## src/rtl/keccak_pkg.sv

```systemverilog
// Shared types for the Keccak permute/dump slice.
// Controller states, round count and control bundles.
package keccak_pkg;

  localparam int N_ROUNDS = 24;

  typedef enum logic [2:0] {
    IDLE,
    WAIT_BLK,
    ABSORB_PERM,
    LOAD_BUF,
    LOAD_CNT,
    DUMP,
    SQZ_PERM,
    DONE
  } pd_state_t;

  typedef struct packed {
    logic copy_regs;
    logic state_reset;
    logic absorb_en;
    logic round_en;
    logic round_load;
  } perm_ctrl_t;

  typedef struct packed {
    logic buf_we;
    logic shift_en;
    logic cnt_load;
    logic cnt_rst;
  } dump_ctrl_t;

endpackage

```

## src/rtl/permute_dump_control.sv

```systemverilog
// Job sequencer for the Keccak permute/dump datapath.
// Absorbs blocks, permutes, dumps words, re-squeezes.
module permute_dump_control
  import keccak_pkg::*;
(
  input  logic clk,
  input  logic rst,
  input  logic start,
  output logic busy,
  input  logic block_valid,
  input  logic block_last,
  output logic block_ready,
  output logic out_valid,
  input  logic out_ready,
  output logic out_last,
  output logic copy_control_regs_en,
  output logic state_reset,
  output logic absorb_enable,
  output logic round_en,
  output logic round_count_load,
  output logic output_buffer_we,
  output logic output_buffer_shift_en,
  output logic output_counter_load,
  output logic output_counter_rst,
  output logic last_output_block_dump,
  input  logic round_done,
  input  logic output_buffer_empty,
  input  logic last_output_block,
  input  logic output_size_reached
);

  pd_state_t  state_q, state_d;
  logic       last_in_q, last_in_d;
  logic       lob_q, lob_d;
  perm_ctrl_t perm;
  dump_ctrl_t dump;
  logic       blk_rdy;
  logic       ovalid;
  logic       olast;
  logic       start_ok;

  // start is masked while reset is held so all controls stay low
  assign start_ok = start & rst;

  // State register and per-job flags
  always_ff @(posedge clk or negedge rst) begin
    if (!rst) begin
      state_q   <= IDLE;
      last_in_q <= 1'b0;
      lob_q     <= 1'b0;
    end else begin
      state_q   <= state_d;
      last_in_q <= last_in_d;
      lob_q     <= lob_d;
    end
  end

  // Next-state and control decode
  always_comb begin
    state_d   = state_q;
    last_in_d = last_in_q;
    lob_d     = lob_q;
    perm      = '0;
    dump      = '0;
    blk_rdy   = 1'b0;
    ovalid    = 1'b0;
    olast     = 1'b0;
    unique case (state_q)
      IDLE: begin
        dump.cnt_rst = 1'b1;
        if (start_ok) begin
          perm.copy_regs   = 1'b1;
          perm.state_reset = 1'b1;
          perm.round_load  = 1'b1;
          state_d          = WAIT_BLK;
        end
      end
      WAIT_BLK: begin
        blk_rdy = 1'b1;
        if (block_valid) begin
          perm.round_en  = 1'b1;
          perm.absorb_en = 1'b1;
          last_in_d      = block_last;
          state_d        = ABSORB_PERM;
        end
      end
      ABSORB_PERM: begin
        perm.round_en = 1'b1;
        if (round_done) begin
          perm.round_load = 1'b1;
          state_d = last_in_q ? LOAD_BUF
                              : WAIT_BLK;
        end
      end
      LOAD_BUF: begin
        dump.buf_we = 1'b1;
        lob_d       = last_output_block;
        state_d     = LOAD_CNT;
      end
      LOAD_CNT: begin
        dump.cnt_load = 1'b1;
        state_d       = DUMP;
      end
      DUMP: begin
        ovalid        = 1'b1;
        dump.shift_en = out_ready;
        olast         = lob_q & output_buffer_empty;
        if (output_buffer_empty && out_ready) begin
          if (output_size_reached) begin
            state_d = DONE;
          end else begin
            perm.round_en = 1'b1;
            state_d       = SQZ_PERM;
          end
        end
      end
      SQZ_PERM: begin
        perm.round_en = 1'b1;
        if (round_done) begin
          perm.round_load = 1'b1;
          state_d         = LOAD_BUF;
        end
      end
      DONE: begin
        lob_d   = 1'b0;
        state_d = IDLE;
      end
      default: state_d = IDLE;
    endcase
  end

  assign busy                   = (state_q != IDLE);
  assign block_ready            = blk_rdy;
  assign out_valid              = ovalid;
  assign out_last               = olast;
  assign copy_control_regs_en   = perm.copy_regs;
  assign state_reset            = perm.state_reset;
  assign absorb_enable          = perm.absorb_en;
  assign round_en               = perm.round_en;
  assign round_count_load       = perm.round_load;
  assign output_buffer_we       = dump.buf_we;
  assign output_buffer_shift_en = dump.shift_en;
  assign output_counter_load    = dump.cnt_load;
  assign output_counter_rst     = dump.cnt_rst;
  assign last_output_block_dump = lob_q;

endmodule

```

## config.mk

```make
export PLATFORM = sky130hd
export DESIGN_NAME = permute_dump_control
export DESIGN_NICKNAME = d
export VERILOG_FILES = /design/src/rtl/keccak_pkg.sv /design/src/rtl/permute_dump_control.sv
export SDC_FILE = /design/constraint.sdc
export NUM_CORES = 1
export LEC_CHECK = 0
export BUFFER_PORTS_ARGS = -buffer_cell sky130_fd_sc_hd__buf_2
export CAP_MARGIN = 25
export CORE_AREA = 3 3 40 42
export DETAILED_ROUTE_END_ITERATION = 16
export DIE_AREA = 0 0 43 45
export PLACE_DENSITY = 0.67
export SYNTH_ARGS = -nofsm -noshare
export SYNTH_HDL_FRONTEND = slang
export SYNTH_SLANG_ARGS = --single-unit
```

## constraint.sdc

```tcl
create_clock -name clk -period 1.75 [get_ports clk]
set_clock_uncertainty 0.2 [all_clocks]
set_input_delay 0.0875 -clock clk [delete_from_list [all_inputs] [get_ports clk]]
set_output_delay 0.0875 -clock clk [all_outputs]
set_load 0.02 [all_outputs]
```

==> metrics <==
total negative setup slack 0 ns; Total GRT Usage 12.6%; most common cell after layout, fill and taps aside buf_2; Slew Viols, Final 0; Vias ~450; Worst R2R Setup Slack roughly 0.08 ns; PwrDens around 1700 mW/mm^2; Yosys cell types 27; violated checks negative hold slack; drt drc 0; Rel. slew slack between 80% and 90%; gate count after technology mapping 44; Clock transition at path regs around 0.05 ns; Startpoint Class flip-flop; Synth Cell Area 392 sq um; area delta synth->final 67.4%; data arrival time of the critical path approximately 1.6 ns; total power between 0.001 and 0.0015 W; vias in the first global route 416; Syn Area/Cell about 8.9 sq um; sequential-to-total area share from yosys stat approximately a third; critical path peak fanout 10; DR iter-0 viols 7; Fmax roughly 600 MHz; status finished, violations left; #FFs+latches synth 5; total CTS buffers 3; die area just under 0.002 sq mm; layout cell share with drive strength beyond 1 between 50% and 60%; final worst slack 0.0795 ns; WS Path Type flip-flop to flip-flop; root buffer cell clkbuf_4; Max Cap Viol 0; number of routed nets with antenna violations 0; Pleak about 0.35 nW; Placer Congestion ~0.74; WHS Endpoint state_q[0]$_DFFE_PN0P_; starting density of the core between 30% and 40%; CP endpoint kind flip-flop; CTS tree built; Yosys warning total 0; Clock Path Buffers 2; Crit path required time approximately 1.7 ns; core box area 0.00128 sq mm; WL/cell approximately 13 um; Avg Vias per Cell roughly 4.7; I/O pin cnt 24; first-pass GRT wire length roughly 1.8 mm; Layout Nets 91; most frequent cells in the layout 23 x buf_2, 9 x dlygate4sd3_1, 5 x nor2_1, 4 x nand2_1; RR Endpoint state_q[1]$_DFFE_PN0P_; CTS sink count 5; worst hold stages 4; FF-to-FF Start state_q[2]$_DFFE_PN0P_; Hold Violations, Final 2; total gr overflow 0; Tightest Hold Check Type input pin to flip-flop; Worst Min Path Start block_valid; TritonRoute pass-1 iters 4; Post-DP HPWL 750 um; Worst-Margin Slew ~0.21 ns; Die Span X between 40 and 50 um; Tmin final roughly 1.7 ns; # port buffers 23; RSZ-0062 raised after global routing no; Die Y between 40 and 50 um; diode count 0; later-pin clock latency in the skew report between 0.2 and 0.3 ns; largest net degree at the start of global routing 13; Post-Synthesis Net Count 54; final wirelength between 1 and 1.5 mm; Worst R2R Path Depth 3; Util after Layout a little over 50%; period utilization a little over nine tenths; Peak VDD IR ~0.80 mV; H-tree depth 1; Site Rows 13; Setup violations, final 0; Hold WS -0.00288 ns; pre-CTS setup slack between 0.2 and 0.25 ns; initial antenna violation count 0
-- worst max-delay path by stage --
stage,start,end,slack (ns)
global route,state_q[0]$_DFFE_PN0P_,out_last,0.01
global placement,state_q[2]$_DFFE_PN0P_,last_in_q$_DFFE_PN0P_,0.23
CTS,state_q[2]$_DFFE_PN0P_,round_en,0.05
floorplan,state_q[1]$_DFFE_PN0P_,state_reset,0.02
detailed placement,state_q[2]$_DFFE_PN0P_,last_in_q$_DFFE_PN0P_,0.22
finish,state_q[2]$_DFFE_PN0P_,state_q[1]$_DFFE_PN0P_,0.08
-- kinds of logic (layout without fill, tap and decap cells) --
group,Yosys count,count (layout),synth area share [%]
AO/OA/AOI/OAI,9,9,15.7
multiplexers,1,1,3.83
AND/OR/NAND/NOR,23,23,37.7
buffers and inverters,6,42,10.9
flip-flops,5,5,31.9
-- flip-flops by register name, indices dropped and copies added, names as in the netlist --
| signal | flops |
|---|---|
| last_in_q | 1 |
| state_q | 3 |
| last_output_block_dump | 1 |
-- area by class of cell --
type	instances	area (sq um)
Fill cell	130	629
Clock buffer	3	22.5
Timing Repair Buffer	36	239
Multi-Input combinational cell	33	235
Tap cell	15	18.8
Sequential cell	5	128
Inverter	2	7.51
Clock inverter	1	5.00
-- worst max-delay path, cell delays in order, from the launching register on --
cell and delay (ns):
dfrtp_2 0.47, nand3_1 0.13, dlygate4sd3_1 0.58, a31oi_1 0.20
-- power by group --
group | leakage (nW) | internal, W | total (W) | switching (W)
Combinational | 0.271 | 0.000332 | 0.000726 | 0.000394
Clock | 0.0177 | 0.0000834 | 0.000144 | 0.0000603
Sequential | 0.0595 | 0.000173 | 0.000249 | 0.0000764
Total | 0.348 | 0.000588 | 0.00112 | 0.000531
-- metrics by stage --
stage	instance area (sq um)	cells
final	656	95
after global routing	656	95
after CTS	627	92
after detailed placement	507	79
after global placement	507	79
after floorplan	400	44
-- routing by layer --
metal	up-vias	track usage, %	wire length [um]
met1	204	14.9	499
met4	0	1.81	0
met5	-	0	0
met2	21	21.3	631
li1	223	-	-
met3	0	5.98	99
-- synthesized netlist by cell type, drive strengths merged --
| library cell | number | area share, % |
|---|---|---|
| a31oi | 1 | 1.6 |
| a21o | 1 | 1.9 |
| nor2b | 2 | 5.1 |
| and3 | 2 | 3.2 |
| nor2 | 7 | 8.6 |
| inv | 2 | 1.9 |
| a211o | 1 | 2.2 |
| buf | 4 | 8.9 |
| nand3 | 1 | 1.3 |
| o21ai | 2 | 2.6 |
| and2 | 1 | 2.2 |
| nand2 | 4 | 3.8 |
| nor3 | 1 | 2.6 |
| mux2 | 1 | 3.8 |
| a21oi | 1 | 1.3 |
| dfrtp | 5 | 32 |
| nand2b | 3 | 6.7 |
| o2bb2ai | 1 | 2.2 |
| o22ai | 1 | 1.6 |
| or3b | 1 | 2.2 |
| nor3b | 1 | 1.9 |
| a32oi | 1 | 2.2 |
-- what timing repair did --
action,CTS,global route
pin swaps,0,0
setup buffers,0,3
setup endpoints to repair,1,3
resized for setup,2,2
hold buffers,9,0
endpoints found under the hold margin,9,0
(Power assumes the default switching activity.)
